### src/rtl/iob_pfsm_loader.sv
// IOb write initiator that loads a programmable-FSM LUT image: SOFTRESET=1,
// then MEM_WORD_SELECT/MEMORY writes for every word of every entry, then SOFTRESET=0.
module iob_pfsm_loader #(
  parameter int DATA_W         = 32,
  parameter int ADDR_W         = 16,
  parameter int STATE_W        = 2,
  parameter int INPUT_W        = 1,
  parameter int OUTPUT_W       = 1,
  parameter int SOFTRESET_ADDR = 0,
  parameter int WORD_SEL_ADDR  = 4,
  parameter int MEMORY_ADDR    = 8
) (
  input  logic                          clk_i,
  input  logic                          arst_n_i,
  input  logic                          cke_i,
  input  logic                          start_i,
  output logic                          busy_o,
  output logic                          done_o,
  input  logic                          lut_valid_i,
  input  logic [STATE_W+OUTPUT_W-1:0]   lut_data_i,
  output logic                          lut_ready_o,
  output logic                          iob_valid_o,
  output logic [ADDR_W-1:0]             iob_addr_o,
  output logic [DATA_W-1:0]             iob_wdata_o,
  output logic [(DATA_W+7)/8-1:0]       iob_wstrb_o,
  input  logic                          iob_rvalid_i,
  input  logic [DATA_W-1:0]             iob_rdata_i,
  input  logic                          iob_ready_i
);

  localparam int LUT_DATA_W = STATE_W + OUTPUT_W;
  localparam int N_WORDS    = (LUT_DATA_W + DATA_W - 1) / DATA_W;
  localparam int ENTRY_W    = INPUT_W + STATE_W;
  localparam int WORD_W     = (N_WORDS > 1) ? $clog2(N_WORDS) : 1;
  localparam int N_BYTES    = (DATA_W + 7) / 8;
  localparam int ADDR_SHIFT = $clog2(N_BYTES);
  localparam int PAD_W      = N_WORDS * DATA_W;
  localparam logic [ENTRY_W-1:0] LAST_ENTRY = {ENTRY_W{1'b1}};
  localparam logic [WORD_W-1:0]  LAST_WORD  = WORD_W'(N_WORDS - 1);

  typedef enum logic [2:0] {
    S_IDLE = 3'd0,
    S_SRST = 3'd1,
    S_GET  = 3'd2,
    S_SEL  = 3'd3,
    S_MEM  = 3'd4,
    S_SREL = 3'd5
  } state_t;

  state_t                  state_r, state_s;
  logic [ENTRY_W-1:0]      entry_r, entry_s;
  logic [WORD_W-1:0]       word_r, word_s;
  logic [LUT_DATA_W-1:0]   lut_r, lut_s;
  logic                    accept_s, lut_take_s, done_s, busy_s, valid_s;
  logic [ADDR_W-1:0]       addr_s;
  logic [DATA_W-1:0]       wdata_s;
  logic [PAD_W-1:0]        padded_s;
  logic                    busy_r, done_r, valid_r;
  logic [ADDR_W-1:0]       addr_r;
  logic [DATA_W-1:0]       wdata_r;
  logic [N_BYTES-1:0]      wstrb_r;
  logic                    unused_s;

  assign unused_s    = ^{iob_rvalid_i, iob_rdata_i};
  assign accept_s    = valid_r & iob_ready_i & cke_i;
  assign lut_ready_o = lut_take_s & cke_i;

  // Next-state, counter and entry-capture logic
  always_comb begin
    state_s    = state_r;
    entry_s    = entry_r;
    word_s     = word_r;
    lut_s      = lut_r;
    done_s     = 1'b0;
    lut_take_s = 1'b0;
    case (state_r)
      S_IDLE: begin
        if (start_i) begin
          state_s = S_SRST;
          entry_s = '0;
          word_s  = '0;
        end else begin
          state_s = S_IDLE;
        end
      end
      S_SRST: begin
        if (accept_s) state_s = S_GET;
        else          state_s = S_SRST;
      end
      S_GET: begin
        lut_take_s = lut_valid_i;
        if (lut_valid_i) begin
          lut_s   = lut_data_i;
          word_s  = '0;
          state_s = S_SEL;
        end else begin
          state_s = S_GET;
        end
      end
      S_SEL: begin
        if (accept_s) state_s = S_MEM;
        else          state_s = S_SEL;
      end
      S_MEM: begin
        // Terminal checks happen before any increment so the entry counter never wraps
        if (!accept_s) begin
          state_s = S_MEM;
        end else if (word_r != LAST_WORD) begin
          word_s  = word_r + 1'b1;
          state_s = S_SEL;
        end else if (entry_r != LAST_ENTRY) begin
          entry_s = entry_r + 1'b1;
          state_s = S_GET;
        end else begin
          state_s = S_SREL;
        end
      end
      S_SREL: begin
        if (accept_s) begin
          state_s = S_IDLE;
          done_s  = 1'b1;
        end else begin
          state_s = S_SREL;
        end
      end
      default: state_s = S_IDLE;
    endcase
  end

  // Bus request decoded from the upcoming state so the outputs can be registered
  always_comb begin
    padded_s = PAD_W'(lut_s);
    valid_s  = 1'b0;
    addr_s   = '0;
    wdata_s  = '0;
    case (state_s)
      S_SRST: begin
        valid_s = 1'b1;
        addr_s  = ADDR_W'(SOFTRESET_ADDR);
        wdata_s = DATA_W'(1'b1);
      end
      S_SEL: begin
        valid_s = 1'b1;
        addr_s  = ADDR_W'(WORD_SEL_ADDR);
        wdata_s = DATA_W'(word_s);
      end
      S_MEM: begin
        valid_s = 1'b1;
        addr_s  = ADDR_W'(MEMORY_ADDR) + (ADDR_W'(entry_s) << ADDR_SHIFT);
        wdata_s = padded_s[int'(word_s)*DATA_W +: DATA_W];
      end
      S_SREL: begin
        valid_s = 1'b1;
        addr_s  = ADDR_W'(SOFTRESET_ADDR);
        wdata_s = '0;
      end
      default: valid_s = 1'b0;
    endcase
    busy_s = (state_s != S_IDLE) | done_s;
  end

  // State, counters and registered outputs; cke_i low freezes everything
  always_ff @(posedge clk_i or negedge arst_n_i) begin
    if (!arst_n_i) begin
      state_r <= S_IDLE;
      entry_r <= '0;
      word_r  <= '0;
      lut_r   <= '0;
      busy_r  <= 1'b0;
      done_r  <= 1'b0;
      valid_r <= 1'b0;
      addr_r  <= '0;
      wdata_r <= '0;
      wstrb_r <= '0;
    end else if (cke_i) begin
      state_r <= state_s;
      entry_r <= entry_s;
      word_r  <= word_s;
      lut_r   <= lut_s;
      busy_r  <= busy_s;
      done_r  <= done_s;
      valid_r <= valid_s;
      addr_r  <= addr_s;
      wdata_r <= wdata_s;
      wstrb_r <= valid_s ? {N_BYTES{1'b1}} : {N_BYTES{1'b0}};
    end
  end

  assign busy_o      = busy_r;
  assign done_o      = done_r;
  assign iob_valid_o = valid_r;
  assign iob_addr_o  = addr_r;
  assign iob_wdata_o = wdata_r;
  assign iob_wstrb_o = wstrb_r;

endmodule

### config.mk
export PLATFORM = sky130hd
export DESIGN_NAME = iob_pfsm_loader
export DESIGN_NICKNAME = d
export VERILOG_FILES = /design/src/rtl/iob_pfsm_loader.sv
export SDC_FILE = /design/constraint.sdc
export NUM_CORES = 1
export LEC_CHECK = 0
export ABC_AREA = 0
export BUFFER_PORTS_ARGS = -buffer_cell sky130_fd_sc_hd__buf_2
export CAP_MARGIN = 30
export CORE_UTILIZATION = 42
export CTS_CLUSTER_DIAMETER = 80
export DETAILED_ROUTE_END_ITERATION = 6
export MAX_ROUTING_LAYER = met4
export PLACE_DENSITY = 0.88
export SLEW_MARGIN = 30
export SYNTH_ARGS = -nofsm -noshare
export SYNTH_HDL_FRONTEND = slang
export SYNTH_SLANG_ARGS = --single-unit
### constraint.sdc
create_clock -name clk_i -period 2.6 [get_ports clk_i]
set_input_delay 0.13 -clock clk_i [delete_from_list [all_inputs] [get_ports clk_i]]
set_output_delay 0.13 -clock clk_i [all_outputs]
set_load 0.005 [all_outputs]
==> qor.yml, run 1 <==
summed_area_of_non_filler_cells_in_the_final_layout_sq_um: 1490
status: "finished clean"
post_cts.resized_instances: 0
initial_core_util_pct: 44.42
clk_path_buf_depth: 2
vias_in_the_first_global_route: 884
routed_via_count_divided_by_cell_count: 4.739
final.setup_skew_ns: 0.003260
yosysWarningCount: 0
postRouteAntennaNets: 0
synth.ff_latch_count: 20
total_track_usage_pct: 14.39
syn_inst: 155
clk_pin_slew_ns: 0.12
grt_pass1_wl_um: 3864
timing.critical_path.slowest_stage_cell: "sky130_fd_sc_hd__dfrtp_1"
relSlewSlack_pct: 63.43
dr.first_iter.drc_count: 31
die_x_um: 61.64
synthesis.area_sq_um: 1494
drive_above_1_share_pct: 23.84
synth_largest_area_cell: "sky130_fd_sc_hd__dfrtp_1"
overall_via_count_from_detail_route: 1033
arrival_ns: 2.43
endpoints_failing_setup: 0
drcViolationCount: 0
synth_area_per_cell_sq_um: 9.638
critPathMostFrequentCell: "sky130_fd_sc_hd__ha_1"
synth_seq_area_share_pct: 33.50
cts-root-buf: "sky130_fd_sc_hd__clkbuf_4"
globalRouteOverflowTotal: 0
antenna_found_initial: 0
post-synth-top-area-fraction_pct: 33.50
core_area_sq_um: 3363
rsz0062_at_grt: "false"
critPathKind: "reg2reg"
num_rows: 21
dpl.hpwl_um: 1793
layout_worst_path_cycle_share_pct: 85.48
io_buffers: 23
number_of_distinct_library_cells_after_synthesis: 42
cts_buffers: 3
cts_tree: "built"
floorplan.die.height_um: 61.64
critical_path.max_fanout: 5
achievable-frequency_ghz: 0.4499
crit_path_end_kind: "flop"
io_pins: 98
pwr_density_cell_nw_per_um2: 743.3
max_cap_violations: 0
layout.cells.non_filler: 218
critical_path.max_stage_delay_ns: 0.43
cts_sinks: 20
holdCritPathClass: "in2reg"
whs_ns: 0.06269
fin_crit_ns: 2.223
largest_vdd_supply_drop_v: 0.0003271
antennaDiodeCount: 0
drv_slew: 0
startpoint_type: "flop"
timing_worst_slew_pin_value_ns: 0.5475
maximum_number_of_pins_on_one_net_before_global_route_repair: 21
crit_chain: "ha_1 -> a21oi_1 -> nand2_1 -> o31ai_1 -> ha_1 -> a22o_1"
areaGrowthSynthToFinish_pct: -0.2512
setup-tns-final_ns: 0
number_of_nets_in_the_final_layout: 217
routed_wire_length_per_instance_um: 11.36
worst_skew_pair.late_latency_ns: 0.30
drt_pass1_iterations: 4
yosys-top-cells-area: "sky130_fd_sc_hd__dfrtp_1 34%, sky130_fd_sc_hd__buf_4 24%, sky130_fd_sc_hd__mux2_2 5.3%"
post_detailed_routing_wire_length_um: 2477
cts_max_level: 1
die-area_sq_um: 3799
p_leak_nw: 0.7449
routabilityCongestion: 0.8684
report.final.hold_viol_count: 0
cp.required_ns: 2.80
numPlacedInstances: 213
placed_area_sq_um: 1428
==> stage by stage <==
stage	setup slack (ns)	total power, W	util [%]
after CTS	0.4093	0.001115	44.31
final	0.3774	0.001108	44.31
after global placement	0.4859	0.0008389	42.45
after global routing	0.2128	0.001197	44.31
after detailed placement	0.4251	0.0008551	42.45
after floorplan	0.7255	0.0008249	-
==> state kept, by name, indices dropped and copies added, names as in the netlist <==
| register | count |
|---|---|
| iob_addr_o | 4 |
| iob_wdata_o | 3 |
| word_r | 1 |
| iob_wstrb_o | 1 |
| lut_r | 3 |
| entry_r | 3 |
| done_o | 1 |
| state_r | 3 |
| busy_o | 1 |
==> per-layer routing <==
metal / up-vias / wire, um / GRT usage [%]
li1: 488 / - / -
met1: 505 / 1104 / 17.74
met2: 36 / 1223 / 22.58
met3: 4 / 121 / 2.941
met4: 0 / 27 / 6.667
met5: - / 0 / -
==> power breakdown <==
part           switching [W]  internal, W
combinational       0.000203     0.000181
sequential         0.0000788     0.000389
clock              0.0000995     0.000156
==> cells by family (layout without fill, tap and decap cells) <==
group	Yosys count	count (layout)	synth area share, %
DFF	20	20	33.50
adders and majority gates	2	2	1.675
other	1	41	0.2510
buffers and inverters	56	33	27.55
AOI/OAI and AO/OA	31	31	14.99
muxes	12	12	8.878
and+or+nand+nor	32	32	12.56
xor gates and xnor gates	1	1	0.5864
==> cells in the final DEF (no fill, tap or decap), drive strengths merged, types with 2 or more instances in the layout <==
master | netlist | routed
clkbuf | 0 | 3
nor2 | 9 | 9
dfrtp | 20 | 20
nor2b | 3 | 3
a21oi | 6 | 6
inv | 3 | 3
o2bb2ai | 4 | 4
buf | 51 | 24
mux2 | 7 | 7
o21ai | 6 | 6
a22o | 2 | 2
and3 | 3 | 3
conb | 1 | 41
a211o | 2 | 2
nand3 | 2 | 2
ha | 2 | 2
nand2 | 5 | 5
a31oi | 2 | 2
mux2i | 5 | 5
nand4 | 4 | 4
==> area by class of cell <==
type | count | area [sq um]
multi-input cells | 119 | 732.0
clock inverters | 1 | 30.03
inverters | 4 | 15.01
repair buffers | 25 | 132.6
flip-flops and latches | 20 | 500.5
well taps | 46 | 57.56
fillers | 350 | 1873
clock buffers | 3 | 22.52
==> Yosys cell counts (all sizes together) <==
cell type and number:
buf 51, dfrtp 20, nor2 9, mux2 7, a21oi 6, o21ai 6
mux2i 5, nand2 5, nand4 4, o2bb2ai 4, and3 3, inv 3
nor2b 3, a211o 2, a22o 2, a31oi 2, ha 2, nand3 2
a2111o 1, a211oi 1, a21o 1, a22oi 1, clkinv 1, conb 1
dlygate4sd1 1, nand2b 1, nand4bb 1, nor3 1, nor3b 1, nor4bb 1
o21a 1, o221ai 1, o22a 1, o31a 1, o31ai 1, or2 1
xor2 1
==> critical path: cells and delay by family, from the launching register on <==
family | cells | cell delay [ns]
AO/OA/AOI/OAI | 3 | 1.02
AND/OR/NAND/NOR | 1 | 0.11
flip-flops | 1 | 0.43
adder cells (fa/ha/maj) | 2 | 0.55
==> final timing paths <==
check / start / depth (start not counted) / end / slack (ns)
max: entry_r[0] / 6 / iob_addr_o[4] / 0.38
min: lut_data_i[0] / 2 / lut_r[0] / 0.06
max reg2reg: entry_r[0] / 6 / iob_addr_o[4] / 0.38
min reg2reg: iob_addr_o[3] / 1 / iob_addr_o[3] / 0.50
max in group asynchronous: arst_n_i / 2 / entry_r[0] / 2.00
min in group asynchronous: arst_n_i / 2 / word_r / 0.29
==> timing repair <==
action / in CTS / in global routing
hold endpoints to repair: 20 / 0
setup buffers: 0 / 0
setup endpoints to repair: 0 / 0
hold buffers: 1 / 0
Power figures use the tool's default switching activity.
==> run 2, diff against run 1 <==
--- a/config.mk
+++ b/config.mk
@@ -11,7 +11,6 @@
 export CORE_UTILIZATION = 42
 export CTS_CLUSTER_DIAMETER = 80
 export DETAILED_ROUTE_END_ITERATION = 6
-export MAX_ROUTING_LAYER = met4
 export PLACE_DENSITY = 0.88
 export SLEW_MARGIN = 30
 export SYNTH_ARGS = -nofsm -noshare
==> qor.yml, run 2 (same netlist as run 1, synthesis figures left out) <==
status: "finished clean"
number_of_nets_in_the_final_layout: 217
antennaDiodeCount: 0
layout.cells.most_common_list: "41 x sky130_fd_sc_hd__conb_1, 23 x sky130_fd_sc_hd__buf_2, 20 x sky130_fd_sc_hd__dfrtp_1"
pwr_density_cell_nw_per_um2: 741.8
critical_path.max_fanout: 5
antenna_found_initial: 0
drcViolationCount: 0
crit_path_end_kind: "flop"
grt_pass1_wl_um: 3960
areaGrowthSynthToFinish_pct: -0.2512
timing_worst_slew_pin_value_ns: 0.5803
clk_path_buf_depth: 2
die_x_um: 61.64
drt_pass1_iterations: 4
relSlewSlack_pct: 61.24
io_pins: 98
routabilityCongestion: 0.8665
die-area_sq_um: 3799
largest_register_ffs: 4
arrival_ns: 2.36
cp.required_ns: 2.80
maximum_number_of_pins_on_one_net_before_global_route_repair: 21
max_cap_violations: 0
cts_sinks: 20
initial_core_util_pct: 44.42
report.final.hold_viol_count: 0
num_rows: 21
largest_vdd_supply_drop_v: 0.0003173
setup-tns-final_ns: 0
summed_area_of_non_filler_cells_in_the_final_layout_sq_um: 1490
worst_skew_pair.late_latency_ns: 0.30
placed_area_sq_um: 1428
layout.cells.non_filler: 218
final.setup_skew_ns: 0.006196
dr.first_iter.drc_count: 19
routed_via_count_divided_by_cell_count: 4.647
achievable-frequency_ghz: 0.4622
cts_max_level: 1
core_area_sq_um: 3363
leading_cell_type_in_the_layout_fill_and_taps_excluded: "sky130_fd_sc_hd__conb_1"
routed_wire_length_per_instance_um: 11.33
floorplan.die.height_um: 61.64
layout_worst_path_cycle_share_pct: 83.21
p_leak_nw: 0.7449
overall_via_count_from_detail_route: 1013
clk_pin_slew_ns: 0.12
total_track_usage_pct: 14.30
fin_crit_ns: 2.163
io_buffers: 23
startpoint_type: "flop"
rsz0062_at_grt: "false"
final_core_util_pct: 44.31
cts-root-buf: "sky130_fd_sc_hd__clkbuf_4"
post_detailed_routing_wire_length_um: 2471
globalRouteOverflowTotal: 0
dpl.hpwl_um: 1791
drive_above_1_share_pct: 23.84
vias_in_the_first_global_route: 878
numPlacedInstances: 213
endpoints_failing_setup: 0
cts_tree: "built"
cts_buffers: 3
holdCritPathClass: "in2reg"
drv_slew: 0
postRouteAntennaNets: 0
critPathKind: "reg2reg"
post-layout-total-power_w: 0.001105
-- run 2: cell counts in the layout (fill, tap and decap cells not counted) --
No cell type changed its count.
-- run 2: what timing repair did --
item / in CTS / in global routing
resized for setup: 0 / 0
hold buffers: 1 / 0
endpoints found under the setup margin: 0 / 0
hold endpoints to repair: 20 / 0
setup buffers: 0 / 0
-- run 2: critical path, cell delays in order (launching register included) --
cell and delay (ns):
sky130_fd_sc_hd__dfrtp_1 0.44, sky130_fd_sc_hd__ha_1 0.24, sky130_fd_sc_hd__a21oi_1 0.40, sky130_fd_sc_hd__nand2_1 0.10, sky130_fd_sc_hd__o31ai_1 0.38, sky130_fd_sc_hd__ha_1 0.31, sky130_fd_sc_hd__a22o_1 0.20
-- run 2: area by class of cell --
class	instances	area (sq um)
Tap cell	46	57.56
Inverter	4	15.01
Sequential cell	20	500.5
Clock buffer	3	22.52
Multi-Input combinational cell	119	732.0
Fill cell	356	1873
Clock inverter	1	30.03
Timing Repair Buffer	25	132.6
-- run 2: path summary, 6_finish.rpt --
check / cells past startpoint / endpoint / from / slack [ns]
max: 6 / iob_addr_o[4] / entry_r[0] / 0.44
min: 2 / lut_r[0] / lut_data_i[0] / 0.06
max reg2reg: 6 / iob_addr_o[4] / entry_r[0] / 0.44
min reg2reg: 1 / iob_addr_o[3] / iob_addr_o[3] / 0.50
max in group asynchronous: 2 / word_r / arst_n_i / 2.01
min in group asynchronous: 2 / iob_addr_o[3] / arst_n_i / 0.28
-- run 2: per-layer routing --
layer	up-vias	track usage, %	wire length, um
met5	-	0	0
met3	4	2.311	126
met1	485	18.55	1102
met2	36	23.35	1217
li1	488	-	-
met4	0	6.667	24
-- run 2: per-stage QoR --
step / worst slack [ns] / hold WS, ns
after floorplan: 0.7255 / -0.1656
after global placement: 0.4960 / 0.09522
after detailed placement: 0.5000 / 0.1055
after CTS: 0.4577 / 0.05830
after global routing: 0.2511 / 0.04767
final: 0.4365 / 0.06240
-- run 2: report_power, final --
group	total, W	internal [W]	switching, W
registers	0.000472	0.000390	0.0000822
clock network	0.000254	0.000156	0.0000978
logic	0.000380	0.000181	0.000199
total	0.00111	0.000726	0.000379
==> run 3, diff against run 2 <==
--- a/config.mk
+++ b/config.mk
@@ -5,13 +5,13 @@
 export SDC_FILE = /design/constraint.sdc
 export NUM_CORES = 1
 export LEC_CHECK = 0
-export ABC_AREA = 0
+export ABC_AREA = 1
 export BUFFER_PORTS_ARGS = -buffer_cell sky130_fd_sc_hd__buf_2
 export CAP_MARGIN = 30
-export CORE_UTILIZATION = 42
+export CORE_UTILIZATION = 38
 export CTS_CLUSTER_DIAMETER = 80
 export DETAILED_ROUTE_END_ITERATION = 6
-export PLACE_DENSITY = 0.88
+export PLACE_DENSITY = 0.84
 export SLEW_MARGIN = 30
 export SYNTH_ARGS = -nofsm -noshare
 export SYNTH_HDL_FRONTEND = slang
==> constraint.sdc (replaced) <==
create_clock -name clk_i -period 1.9 [get_ports clk_i]
set_input_delay 0.095 -clock clk_i [delete_from_list [all_inputs] [get_ports clk_i]]
set_output_delay 0.095 -clock clk_i [all_outputs]
set_load 0.005 [all_outputs]
==> qor.yml, run 3 <==
critical_path.max_stage_delay_ns: 0.47
drv_slew: 0
async_flop_share_pct: 100.0
synth_area_per_cell_sq_um: 7.197
holdCritPathClass: "in2reg"
leading_cell_type_in_the_layout_fill_and_taps_excluded: "sky130_fd_sc_hd__nand2_1"
startpoint_type: "flop"
syn_inst: 210
num_rows: 22
fin_crit_ns: 1.726
report.final.hold_viol_count: 0
setup-tns-final_ns: 0
core_area_sq_um: 3744
post_detailed_routing_wire_length_um: 2685
crit_path_end_kind: "flop"
crit_chain: "nor2_4 -> nand2_2 -> nor2_2 -> nand3_1 -> o21ai_2 -> ha_1 -> nand3_1 -> nand2_1"
number_of_distinct_library_cells_after_synthesis: 24
pwr_density_cell_nw_per_um2: 1085
globalRouteOverflowTotal: 0
rsz0062_at_grt: "false"
clk_pin_slew_ns: 0.07
drt_pass1_iterations: 4
areaGrowthSynthToFinish_pct: 3.311
postRouteAntennaNets: 0
critPathKind: "reg2reg"
routed_wire_length_per_instance_um: 9.658
layout_worst_path_cycle_share_pct: 90.82
yosys-top-cells-area: "sky130_fd_sc_hd__dfrtp_1 33%, sky130_fd_sc_hd__buf_4 22%, sky130_fd_sc_hd__nand2_1 11%"
cts_tree: "built"
io_buffers: 23
cts_sinks: 20
layout.cells.non_filler: 278
die_x_um: 65.07
initial_core_util_pct: 40.37
achievable-frequency_ghz: 0.5795
floorplan.die.height_um: 65.07
synth_seq_area_share_pct: 33.11
routed_via_count_divided_by_cell_count: 4.281
cts_buffers: 3
drive_above_1_share_pct: 18.70
synthFlopType: "sky130_fd_sc_hd__dfrtp_1"
p_leak_nw: 0.8603
setup.reg_to_reg.worst_slack_ns: 0.17
clk_path_buf_depth: 2
layout.cells.most_common_list: "44 x sky130_fd_sc_hd__nand2_1, 41 x sky130_fd_sc_hd__conb_1, 23 x sky130_fd_sc_hd__buf_2"
dpl.hpwl_um: 2070
drcViolationCount: 0
post_cts.repair.setup_buffers: 0
cts-root-buf: "sky130_fd_sc_hd__clkbuf_8"
post-synth-top-area-fraction_pct: 33.11
crit_family: "simple AND/OR/NAND/NOR gates"
largest_vdd_supply_drop_v: 0.0004859
finalWorstSetupSlack_ns: 0.1745
overall_via_count_from_detail_route: 1190
fillCellCount: 398
worst_skew_pair.late_latency_ns: 0.25
arrival_ns: 1.88
antenna_found_initial: 0
pre_cts_ws_ns: 0.1493
largest_register_ffs: 4
io_pins: 98
number_of_nets_in_the_final_layout: 275
timing.critical_path.slowest_stage_cell: "sky130_fd_sc_hd__dfrtp_1"
total_track_usage_pct: 13.35
endpoints_failing_setup: 0
cp.required_ns: 2.05
routabilityCongestion: 0.8694
synth_enable_flop_cells: 0
yosysWarningCount: 0
grt_pass1_wl_um: 4347
status: "finished clean"
final.setup_skew_ns: 0.001798
max_cap_violations: 0
die-area_sq_um: 4233
synthesis.area_sq_um: 1511
numPlacedInstances: 273
timing.critical_path.buf_inv: 0
critPathMostFrequentCell: "sky130_fd_sc_hd__nand3_1"
cts_max_level: 1
vias_in_the_first_global_route: 994
synth.cells.most_frequent: "45 x sky130_fd_sc_hd__buf_4, 44 x sky130_fd_sc_hd__nand2_1, 20 x sky130_fd_sc_hd__dfrtp_1, 20 x sky130_fd_sc_hd__nor2_1, 17 x sky130_fd_sc_hd__inv_1"
dr.first_iter.drc_count: 37
antennaDiodeCount: 0
critical_path.max_fanout: 6
synth_most_common_cell: "sky130_fd_sc_hd__buf_4"
synth_largest_area_cell: "sky130_fd_sc_hd__dfrtp_1"
synth.ff_latch_count: 20
maximum_number_of_pins_on_one_net_before_global_route_repair: 21
## run 3: final cells by class
cell class / instances / area, sq um / area share (%)
Multi-Input combinational cell: 162 / 738.2 / 47.28
Sequential cell: 20 / 500.5 / 32.05
Timing Repair Buffer: 26 / 140.1 / 8.974
Inverter: 18 / 67.56 / 4.327
Tap cell: 48 / 60.06 / 3.846
Clock buffer: 4 / 55.05 / 3.526
## run 3: metrics by stage
step | cell area [sq um] | hold WS [ns] | utilization [%] | total power, W
4_1_cts | 1558 | 0.05740 | 41.61 | 0.001704
5_1_grt | 1562 | 0.08426 | 41.71 | 0.001857
3_3_place_gp | 1493 | 0.06900 | 39.87 | 0.001355
6_report | 1562 | 0.06086 | 41.71 | 0.001695
3_5_place_dp | 1493 | 0.07923 | 39.87 | 0.001372
2_1_floorplan | 1662 | -0.2006 | - | 0.001275
## run 3: layer usage
layer	up-vias	global-route usage, %	wire (um)
li1	611	-	-
met1	530	18.15	1245
met2	47	21.35	1267
met3	2	2.465	159
met4	0	4.076	13
met5	-	0	0
## run 3: final timing paths
path | startpoint | depth (start not counted) | endpoint
worst max-delay path | state_r[1] | 8 | iob_addr_o[4]
worst min-delay path | lut_data_i[0] | 3 | lut_r[0]
worst max register to register | state_r[1] | 8 | iob_addr_o[4]
worst min register to register | iob_addr_o[4] | 2 | iob_addr_o[4]
max in group asynchronous | arst_n_i | 2 | entry_r[2]
min in group asynchronous | arst_n_i | 2 | iob_wstrb_o[2]
## run 3: worst min-delay path: cells and delay by family
| family | cells | cell delay [ns] |
|---|---|---|
| compound gates | 1 | 0.06 |
| simple gates | 1 | 0.04 |
| buf+inv | 1 | 0.08 |
## run 3: cell families (layout without fill, tap and decap cells)
logic type / count (synthesis) / after routing / synth area share (%)
compound gates: 27 / 27 / 9.271
fa+ha+maj: 2 / 2 / 1.655
buf+inv: 68 / 48 / 28.23
flops: 20 / 20 / 33.11
other cells: 1 / 41 / 0.2481
simple gates: 92 / 92 / 27.48
## run 3: power by group
part	switching [W]	total [W]	internal, W	leakage (nW)
sequential	0.000117	0.000663	0.000546	0.255
combinational	0.000439	0.000709	0.000270	0.576
clock	0.000138	0.000323	0.000184	0.0288
## run 3: timing repair
action,4_1_cts,5_1_grt
hold buffers,1,0
endpoints found under the hold margin,20,0
setup endpoints to repair,0,1
resized for setup,0,1
